**config.mk**
```make
export PLATFORM = sky130hd
export DESIGN_NAME = ad9361_spi_responder
export DESIGN_NICKNAME = d
export VERILOG_FILES = /design/src/rtl/ad9361_spi_pkg.sv /design/src/rtl/spi_sync_edge.sv /design/src/rtl/ad9361_spi_responder.sv
export SDC_FILE = /design/constraint.sdc
export NUM_CORES = 1
export LEC_CHECK = 0
export CAP_MARGIN = 15
export CORE_MARGIN = 5
export CORE_UTILIZATION = 60
export CTS_CLUSTER_DIAMETER = 40
export DETAILED_ROUTE_END_ITERATION = 12
export PLACE_DENSITY = 0.83
export SYNTH_ARGS = -nofsm -noshare
export SYNTH_HDL_FRONTEND = slang
export SYNTH_SLANG_ARGS = --single-unit
```
**constraint.sdc**
```tcl
create_clock -name clk -period 7.45 [get_ports clk]
set_clock_uncertainty 0.15 [all_clocks]
set_input_delay 1.49 -clock clk [delete_from_list [all_inputs] [get_ports clk]]
set_output_delay 1.49 -clock clk [all_outputs]
set_load 0.01 [all_outputs]
```
**src/rtl/ad9361_spi_pkg.sv**
```systemverilog
// Shared definitions for the AD9361 SPI responder: FSM states and
// instruction word field positions.
package ad9361_spi_pkg;

  typedef enum logic [1:0] {
    IDLE  = 2'd0,
    INSTR = 2'd1,
    DATA  = 2'd2,
    DONE  = 2'd3
  } state_t;

  localparam int INSTR_BITS = 16;
  localparam int RW_BIT     = 15;
  localparam int CNT_MSB    = 14;
  localparam int CNT_LSB    = 12;
  localparam int ADDR_W     = 10;

endpackage

```
**src/rtl/spi_sync_edge.sv**
```systemverilog
// Two-flop synchronizer followed by an edge-detect stage that produces
// single-cycle rise/fall pulses aligned with the synchronized level.
module spi_sync_edge #(
  parameter logic INIT = 1'b0
) (
  input  logic clk,
  input  logic rst_n,
  input  logic din,
  output logic q,
  output logic rise,
  output logic fall
);

  logic s1, s2, prev;

  always_ff @(posedge clk or negedge rst_n) begin
    if (!rst_n) begin
      s1   <= INIT;
      s2   <= INIT;
      prev <= INIT;
    end else begin
      s1   <= din;
      s2   <= s1;
      prev <= s2;
    end
  end

  assign q    = s2;
  assign rise = s2 & ~prev;
  assign fall = ~s2 & prev;

endmodule

```
**src/rtl/ad9361_spi_responder.sv**
```systemverilog
// AD9361-compatible 4-wire SPI responder: oversamples SCK/SS/MOSI, decodes the
// 16-bit instruction and serves byte reads/writes from a local register file.
module ad9361_spi_responder
  import ad9361_spi_pkg::*;
#(
  parameter int         NREGS   = 64,
  parameter logic [7:0] RST_VAL = 8'h00
) (
  input  logic              clk,
  input  logic              rst_n,
  input  logic              sck,
  input  logic              ss_n,
  input  logic              mosi,
  output logic              miso,
  output logic              miso_oe,
  output logic              wr_stb,
  output logic [ADDR_W-1:0] wr_addr,
  output logic [7:0]        wr_data,
  output logic              busy
);

  localparam int          IDX_W   = (NREGS > 1) ? $clog2(NREGS) : 1;
  localparam int unsigned NREGS_U = NREGS;

  function automatic logic in_range(input logic [ADDR_W-1:0] a);
    return 32'(a) < NREGS_U;
  endfunction

  logic sck_lvl, sck_rise, sck_fall;
  logic ss_q, ss_rise, ss_fall;
  logic mosi_s1, mosi_q;

  spi_sync_edge #(.INIT(1'b0)) u_sck_sync (
    .clk  (clk),
    .rst_n(rst_n),
    .din  (sck),
    .q    (sck_lvl),
    .rise (sck_rise),
    .fall (sck_fall)
  );

  // SS resets to the deasserted level so reset never looks like a select.
  spi_sync_edge #(.INIT(1'b1)) u_ss_sync (
    .clk  (clk),
    .rst_n(rst_n),
    .din  (ss_n),
    .q    (ss_q),
    .rise (ss_rise),
    .fall (ss_fall)
  );

  logic unused_ok;
  assign unused_ok = sck_lvl ^ ss_rise;

  always_ff @(posedge clk or negedge rst_n) begin
    if (!rst_n) begin
      mosi_s1 <= 1'b0;
      mosi_q  <= 1'b0;
    end else begin
      mosi_s1 <= mosi;
      mosi_q  <= mosi_s1;
    end
  end

  assign busy = ~ss_q;

  // A select already low when reset releases must not start a transfer:
  // arm only after a genuine high level has passed the synchronizer.
  logic [1:0] warm;
  logic       armed;

  always_ff @(posedge clk or negedge rst_n) begin
    if (!rst_n) begin
      warm  <= 2'd0;
      armed <= 1'b0;
    end else begin
      if (warm != 2'd3) warm <= warm + 2'd1;
      if (warm == 2'd3 && ss_q) armed <= 1'b1;
    end
  end

  state_t              state_q, state_d;
  logic [3:0]          bit_cnt_q, bit_cnt_d;
  logic [2:0]          byte_cnt_q, byte_cnt_d;
  logic [2:0]          cnt_q, cnt_d;
  logic                rw_q, rw_d;
  logic [ADDR_W-1:0]   addr_q, addr_d;
  logic [14:0]         instr_q, instr_d;
  logic [6:0]          rx_q, rx_d;
  logic [7:0]          tx_q, tx_d;
  logic                miso_d, miso_oe_d, stb_d;
  logic [ADDR_W-1:0]   wr_addr_d;
  logic [7:0]          wr_data_d;
  logic [15:0]         instr_full;
  logic [7:0]          rx_full;
  logic [7:0]          rd_byte;
  logic [7:0]          regs [NREGS];

  assign instr_full = {instr_q, mosi_q};
  assign rx_full    = {rx_q, mosi_q};

  always_comb begin
    rd_byte = 8'h00;
    if (in_range(addr_q)) rd_byte = regs[addr_q[IDX_W-1:0]];
  end

  always_comb begin
    state_d    = state_q;
    bit_cnt_d  = bit_cnt_q;
    byte_cnt_d = byte_cnt_q;
    cnt_d      = cnt_q;
    rw_d       = rw_q;
    addr_d     = addr_q;
    instr_d    = instr_q;
    rx_d       = rx_q;
    tx_d       = tx_q;
    miso_d     = miso;
    miso_oe_d  = miso_oe;
    stb_d      = 1'b0;
    wr_addr_d  = wr_addr;
    wr_data_d  = wr_data;

    // Deselect has priority over any SCK edge seen in the same cycle.
    if (ss_q) begin
      state_d   = IDLE;
      bit_cnt_d = 4'd0;
      miso_d    = 1'b0;
      miso_oe_d = 1'b0;
    end else begin
      case (state_q)
        IDLE: begin
          if (ss_fall && armed) begin
            state_d   = INSTR;
            bit_cnt_d = 4'd0;
          end
        end
        INSTR: begin
          if (sck_rise) begin
            instr_d   = instr_full[14:0];
            bit_cnt_d = bit_cnt_q + 4'd1;
            if (bit_cnt_q == 4'(INSTR_BITS - 1)) begin
              state_d    = DATA;
              bit_cnt_d  = 4'd0;
              byte_cnt_d = 3'd0;
              rw_d       = instr_full[RW_BIT];
              cnt_d      = instr_full[CNT_MSB:CNT_LSB];
              addr_d     = instr_full[ADDR_W-1:0];
            end
          end
        end
        DATA: begin
          if (sck_rise) begin
            rx_d = rx_full[6:0];
            if (bit_cnt_q == 4'd7) begin
              bit_cnt_d = 4'd0;
              addr_d    = addr_q - 10'd1;
              if (rw_q) begin
                stb_d     = 1'b1;
                wr_addr_d = addr_q;
                wr_data_d = rx_full;
              end
              if (byte_cnt_q == cnt_q) begin
                state_d   = DONE;
                miso_d    = 1'b0;
                miso_oe_d = 1'b0;
              end else begin
                byte_cnt_d = byte_cnt_q + 3'd1;
              end
            end else begin
              bit_cnt_d = bit_cnt_q + 4'd1;
            end
          end else if (sck_fall && !rw_q) begin
            // A fall at bit 0 opens a new byte: fetch it and present its MSB.
            if (bit_cnt_q == 4'd0) begin
              miso_d    = rd_byte[7];
              tx_d      = {rd_byte[6:0], 1'b0};
              miso_oe_d = 1'b1;
            end else begin
              miso_d = tx_q[7];
              tx_d   = {tx_q[6:0], 1'b0};
            end
          end
        end
        DONE: begin
          miso_d    = 1'b0;
          miso_oe_d = 1'b0;
        end
        default: state_d = IDLE;
      endcase
    end
  end

  always_ff @(posedge clk or negedge rst_n) begin
    if (!rst_n) begin
      state_q    <= IDLE;
      bit_cnt_q  <= 4'd0;
      byte_cnt_q <= 3'd0;
      cnt_q      <= 3'd0;
      rw_q       <= 1'b0;
      addr_q     <= '0;
      instr_q    <= '0;
      rx_q       <= '0;
      tx_q       <= '0;
      miso       <= 1'b0;
      miso_oe    <= 1'b0;
      wr_stb     <= 1'b0;
      wr_addr    <= '0;
      wr_data    <= '0;
    end else begin
      state_q    <= state_d;
      bit_cnt_q  <= bit_cnt_d;
      byte_cnt_q <= byte_cnt_d;
      cnt_q      <= cnt_d;
      rw_q       <= rw_d;
      addr_q     <= addr_d;
      instr_q    <= instr_d;
      rx_q       <= rx_d;
      tx_q       <= tx_d;
      miso       <= miso_d;
      miso_oe    <= miso_oe_d;
      wr_stb     <= stb_d;
      wr_addr    <= wr_addr_d;
      wr_data    <= wr_data_d;
    end
  end

  // Strobe reports every committed byte; storage only exists below NREGS.
  always_ff @(posedge clk or negedge rst_n) begin
    if (!rst_n) begin
      for (int i = 0; i < NREGS; i++) regs[i] <= RST_VAL;
    end else if (wr_stb && in_range(wr_addr)) begin
      regs[wr_addr[IDX_W-1:0]] <= wr_data;
    end
  end

endmodule

```
# Word level (Yosys, flattened, before mapping)
# Index checks and enable logic that the tools add are counted.
# word_totals
regBits	597
in_bits	5
out_inout_bits	22
# op_classes
add_sub_neg	4
order_cmp	5
n_eq_ne	23
muxes	51
n_bitwise	9
reduce_logical	22
# op_table
op	count
$bwmux W512	1
$bmux W8 S6	1
$demux W8 S6	1
$mux W10	4
$mux W8	5
$mux W4	6
$lt A10 B7 Y1 const B	2
$pmux W10 S2	1
$ne A3 B2 Y1 const B	6
$ne A4 B3 Y1 const B	4
$reduce_and A4 Y1	4
$mux W1	15
$mux W3	5
$ge A7 B7 Y1 const B	2
$mux W2	7
$not A6 Y7	2
$reduce_and A7 Y1	2
$ne A2 B2 Y1 const B	6
$pmux W4 S3	1
$reduce_and A5 Y1	2
$sub A10 B1 Y10 const B	1
$lt A7 B1 Y1 const B	1
$eq A2 B2 Y1 const B	3
$pmux W2 S3	1
other kinds (20)	31

# Logic depth before layout (Yosys ltp)
# logic_depth
ltp_word	10
ltp_mapped	11

# Cells and area by module
# From an unflattened synthesis, not the netlist that was laid out.
# unflattened
hier_cells	1817
area_unflattened_um2	27118.5
# by_module_without_submodules
mod	instances	cells_each	area_per_inst_um2
ad9361_spi_responder	1	1807	26934.6
spi_sync_edge at u_ss_sync	1	5	93.8
spi_sync_edge at u_sck_sync	1	5	90.1

# Worst setup path after synthesis
# OpenSTA, ideal clock, no wires.
# synth_timing
path_kind	reg-to-reg
start	reg addr_q[0]
end	reg addr_q[8]
setup_ns	0.094
arrival_ns	2.144
setup_slack_ns	5.062
path_stages_with_launch	12
period_less_slack_ns	2.388
path_cell_list	dfrtp_1 > buf_6 > buf_6 > buf_4 > buf_2 > inv_1 > ha_1 > nand2b_1 > nor4b_1 > nor2_1 > a41o_1 > a211oi_1
# synth_via
elab_chain_cells	4
# synth_rtl
item	line	text
start, declared	ad9361_spi_responder.sv:87	logic [ADDR_W-1:0] addr_q, addr_d;
start signal, assigned	ad9361_spi_responder.sv:215	addr_q <= addr_d;
$sub A10 B1 Y10	ad9361_spi_responder.sv:156	addr_d = addr_q - 10'd1;
$mux W10	ad9361_spi_responder.sv:154	if (bit_cnt_q == 4'd7) begin
$mux W10	ad9361_spi_responder.sv:152	if (sck_rise) begin
$pmux W10 S2	ad9361_spi_responder.sv:130	case (state_q)
# No other way between the ends. The select of a mux whose other input is x is not followed.
# A chain may end at the register's enable or synchronous reset.

# Worst setup path in the final report
# layout_timing
start	reg wr_data[6]
end	out wr_data[6]
# layout_lines
item	line	text
start, declared	ad9361_spi_responder.sv:18	output logic [7:0] wr_data,
start signal, assigned	ad9361_spi_responder.sv:223	wr_data <= wr_data_d;
# No word-level cell between the ends.

==> flow_summary.json <==
{
  "power.density_mw_per_mm2": 279,
  "antenna_found_initial": 0,
  "route.detailed.drc": 0,
  "diodes": 0,
  "cts_tree": "done",
  "p_leak_nw": 14.5,
  "start_kind": "register",
  "tightest_slew_ns": 1.24,
  "rr_worst_depth": 6,
  "seqCellArea_mm2": 0.0149,
  "finalCriticalPeriod_ns": 4.09,
  "maxSlewViolCount": 0,
  "routedWlPerCell_um": 26.5,
  "status": "finished clean",
  "critPathLaunch": "wr_data[6]",
  "dp_slack_ns": 3.85,
  "worst-path-buf-inv": 1,
  "finalSetupViolations": 0,
  "fin_tns_setup_ns": 0,
  "grt_max_degree": 200,
  "synth_edf_count": 0,
  "multi_input_area_mm2": 0.0119,
  "synthToLayoutAreaGrowth_pct": 12.2,
  "grt_pass1_vias": 17200,
  "r2r-start": "addr_q[1]",
  "drt_iter0_drc": 1844,
  "fp-row-count": 78,
  "cts_buffers": 75,
  "synth_cells": 1823,
  "die_h_um": 224,
  "yosysWarnings": 0,
  "viasPerCell": 6.55,
  "dp_hpwl_um": 39300,
  "rsz0062_at_grt": "false",
  "hold_path.class": "register to register",
  "cpPeakStageDelay_ns": 1.14,
  "synthArstFlopShare_pct": 100,
  "fin_ws_ns": 3.36,
  "ctsHoldBuffers": 0,
  "gp_congestion": 0.954,
  "cts_resized": 0,
  "cp_num_cells": 1,
  "fp.dieW_um": 224,
  "cp_cell_sequence": "clkdlybuf4s50_1",
  "initial_core_util_pct": 60.5,
  "clkTransAtPathRegs_ns": 0.06,
  "cts_setup_buffers": 0,
  "via_count": 16200,
  "hold_path_depth": 0,
  "cts_num_sinks": 596,
  "grt_overflow": 0,
  "grt_pass1_wl_um": 103000,
  "ant_nets": 0,
  "coreArea_mm2": 0.0453,
  "syn_avg_cell_area_um2": 15.0,
  "drive_gt1_share_pct": 48.7,
  "firstDrtPassIters": 5,
  "portBuffers": 26,
  "hold_viol_final": 0,
  "synth_area_mm2": 0.0274,
  "hold_start": "mosi_s1",
  "synth_nets": 1837,
  "fillCellCount": 2894,
  "synth_top_cell_area_share_pct": 54.1,
  "nets": 1831,
  "synthFlopType": "dfrtp_1",
  "synth_top_area_cell": "dfrtp_1",
  "io_pins": 27,
  "wl_um": 65600,
  "synth-seq-cells": 596,
  "critical_path_class": "register to primary output",
  "crit_slowest_cell": "dfrtp_2",
  "end_kind": "primary output",
  "ys_seq_area_share_pct": 54.4,
  "max_cap_violations": 0,
  "finalCritPeriodShare_pct": 54.9,
  "critical_path_required_ns": 5.81,
  "h-tree-depth": 3,
  "cts_buffer_depth": 3,
  "root_buffer": "clkbuf_16",
  "synth.distinct_cells": 62,
  "synth.area.top_cells": "dfrtp_1 54%, mux2_2 24%, mux4_2 11%, clkbuf_1 1.3%, mux2i_1 0.91%",
  "critPathTopFamily": "flip-flops",
  "relSlewSlack_pct": 17.5,
  "grt_util_all_layers_pct": 26.6,
  "path_max_fanout": 66,
  "peakVddDrop_mv": 0.292,
  "insertion_delay_ns": 0.62,
  "dieArea_mm2": 0.0501,
  "worstPathArrival_ns": 2.45,
  "max_freq_ghz": 0.244
}
==> final cells by class <==
cell class / count / area share (%)
Sequential cell: 596 / 48.6
Multi-Input combinational cell: 1090 / 38.7
Clock buffer: 95 / 6.92
Tap cell: 600 / 2.44
Clock inverter: 43 / 1.71
Timing Repair Buffer: 42 / 1.50
Inverter: 12 / 0.146
==> where the power goes <==
part	switching [mW]	internal, mW
combinational	0.774	0.502
clock	1.47	2.33
sequential	0.193	3.30
==> Yosys cell counts (4+ instances only) <==
cell type    n
o22ai_1     21
nor4_1       7
nand3_1     23
nand2b_1    10
a21oi_1     18
inv_1       12
mux2i_1     25
or3_1        5
mux2_2     578
or3b_1       4
clkbuf_1    92
nor2_2      11
or2_2        4
nor2_4      17
a22o_1       4
nor2_1      29
a211oi_1     6
mux4_2     128
nor3_1       6
nand3b_1     7
ha_1         9
buf_1        6
nor3b_1     12
o221ai_1     4
buf_6        5
a22oi_1      5
buf_2       19
nand2_2      8
nor2b_1      7
o21ai_0     23
nand2_1     62
a31oi_1      5
o2111ai_1    5
dfrtp_1    593
==> worst register-to-register path, stage by stage (launching register included) <==
cell     delay (ns)
dfrtp_4        1.00
buf_4          0.89
mux4_2         0.53
mux4_2         0.52
mux2_2         0.28
nand2_1        0.07
nand3_1        0.07
==> worst paths after layout <==
| kind | endpoint | slack (ns) |
|---|---|---|
| setup reg to reg | tx_q[2] | 3.80 |
| max in group asynchronous | wr_data[5] | 4.69 |
| setup / recovery | wr_data[6] | 3.36 |
| hold / removal | mosi_q | 0.20 |
| min in group asynchronous | regs[121] | 0.77 |
| hold reg to reg | mosi_q | 0.20 |
==> state kept, by name (all words and copies together) (netlist names), 2 cells and up <==
register and cells:
regs 512, instr_q 15, addr_q 10, wr_addr 10, wr_data 8, rx_q 7, tx_q 7, bit_cnt_q 4
byte_cnt_q 3, cnt_q 3, state_q 2, warm 2
==> metal layers <==
| layer | GRT usage [%] | share of wire (%) |
|---|---|---|
| met5 | 0 | 0 |
| met3 | 4.87 | 7.2 |
| met4 | 10.4 | 3.4 |
| met2 | 41.8 | 48 |
| met1 | 37.7 | 41 |
==> kinds of logic (layout without fill, tap and decap cells) <==
family	after synthesis	count (layout)	synth area share, %
muxes	733	733	35.3
DFF	596	596	54.4
and+or+nand+nor	230	230	4.86
buffers and inverters	137	192	2.14
AOI/OAI and AO/OA	114	114	2.76
adders and majority gates	9	9	0.411
xor gates and xnor gates	4	4	0.128
==> stage by stage <==
step           hold slack (ns)  total power [mW]  util [%]  cells  area (um^2)
6_report                 0.198              8.57      67.9   2478        30700
5_1_grt                  0.216              8.86      67.9   2478        30700
4_1_cts                  0.202              8.61      67.8   2475        30700
3_5_place_dp             0.190              4.81      61.9   2337        28000
3_3_place_gp             0.189              4.78      61.9   2337        28000
2_1_floorplan            0.181              4.44         -   1823        27400
==> layout by cell type, fill, tap and decap left out, types with 6 or more instances in the layout <==
| cell type | instances |
|---|---|
| dfrtp_1 | 582 |
| mux2_2 | 578 |
| mux4_2 | 128 |
| clkbuf_16 | 79 |
| nand2_1 | 62 |
| nor2_1 | 29 |
| mux2i_1 | 25 |
| clkdlybuf4s50_1 | 25 |
| nand3_1 | 23 |
| o21ai_0 | 23 |
| o22ai_1 | 21 |
| a21oi_1 | 18 |
| nor2_4 | 17 |
| inv_1 | 12 |
| nor3b_1 | 12 |
| nor2_2 | 11 |
| nand2b_1 | 10 |
| inv_6 | 10 |
| buf_4 | 10 |
| ha_1 | 9 |
| dfrtp_2 | 9 |
| clkbuf_8 | 9 |
| nand2_2 | 8 |
| clkinvlp_4 | 8 |
| bufinv_16 | 8 |
| clkinv_4 | 8 |
| nor2b_1 | 7 |
| nand3b_1 | 7 |
| nor4_1 | 7 |
| clkbuf_1 | 7 |
| nor3_1 | 6 |
| a211oi_1 | 6 |
| clkinv_2 | 6 |
| buf_12 | 6 |
(Power assumes the default switching activity.)
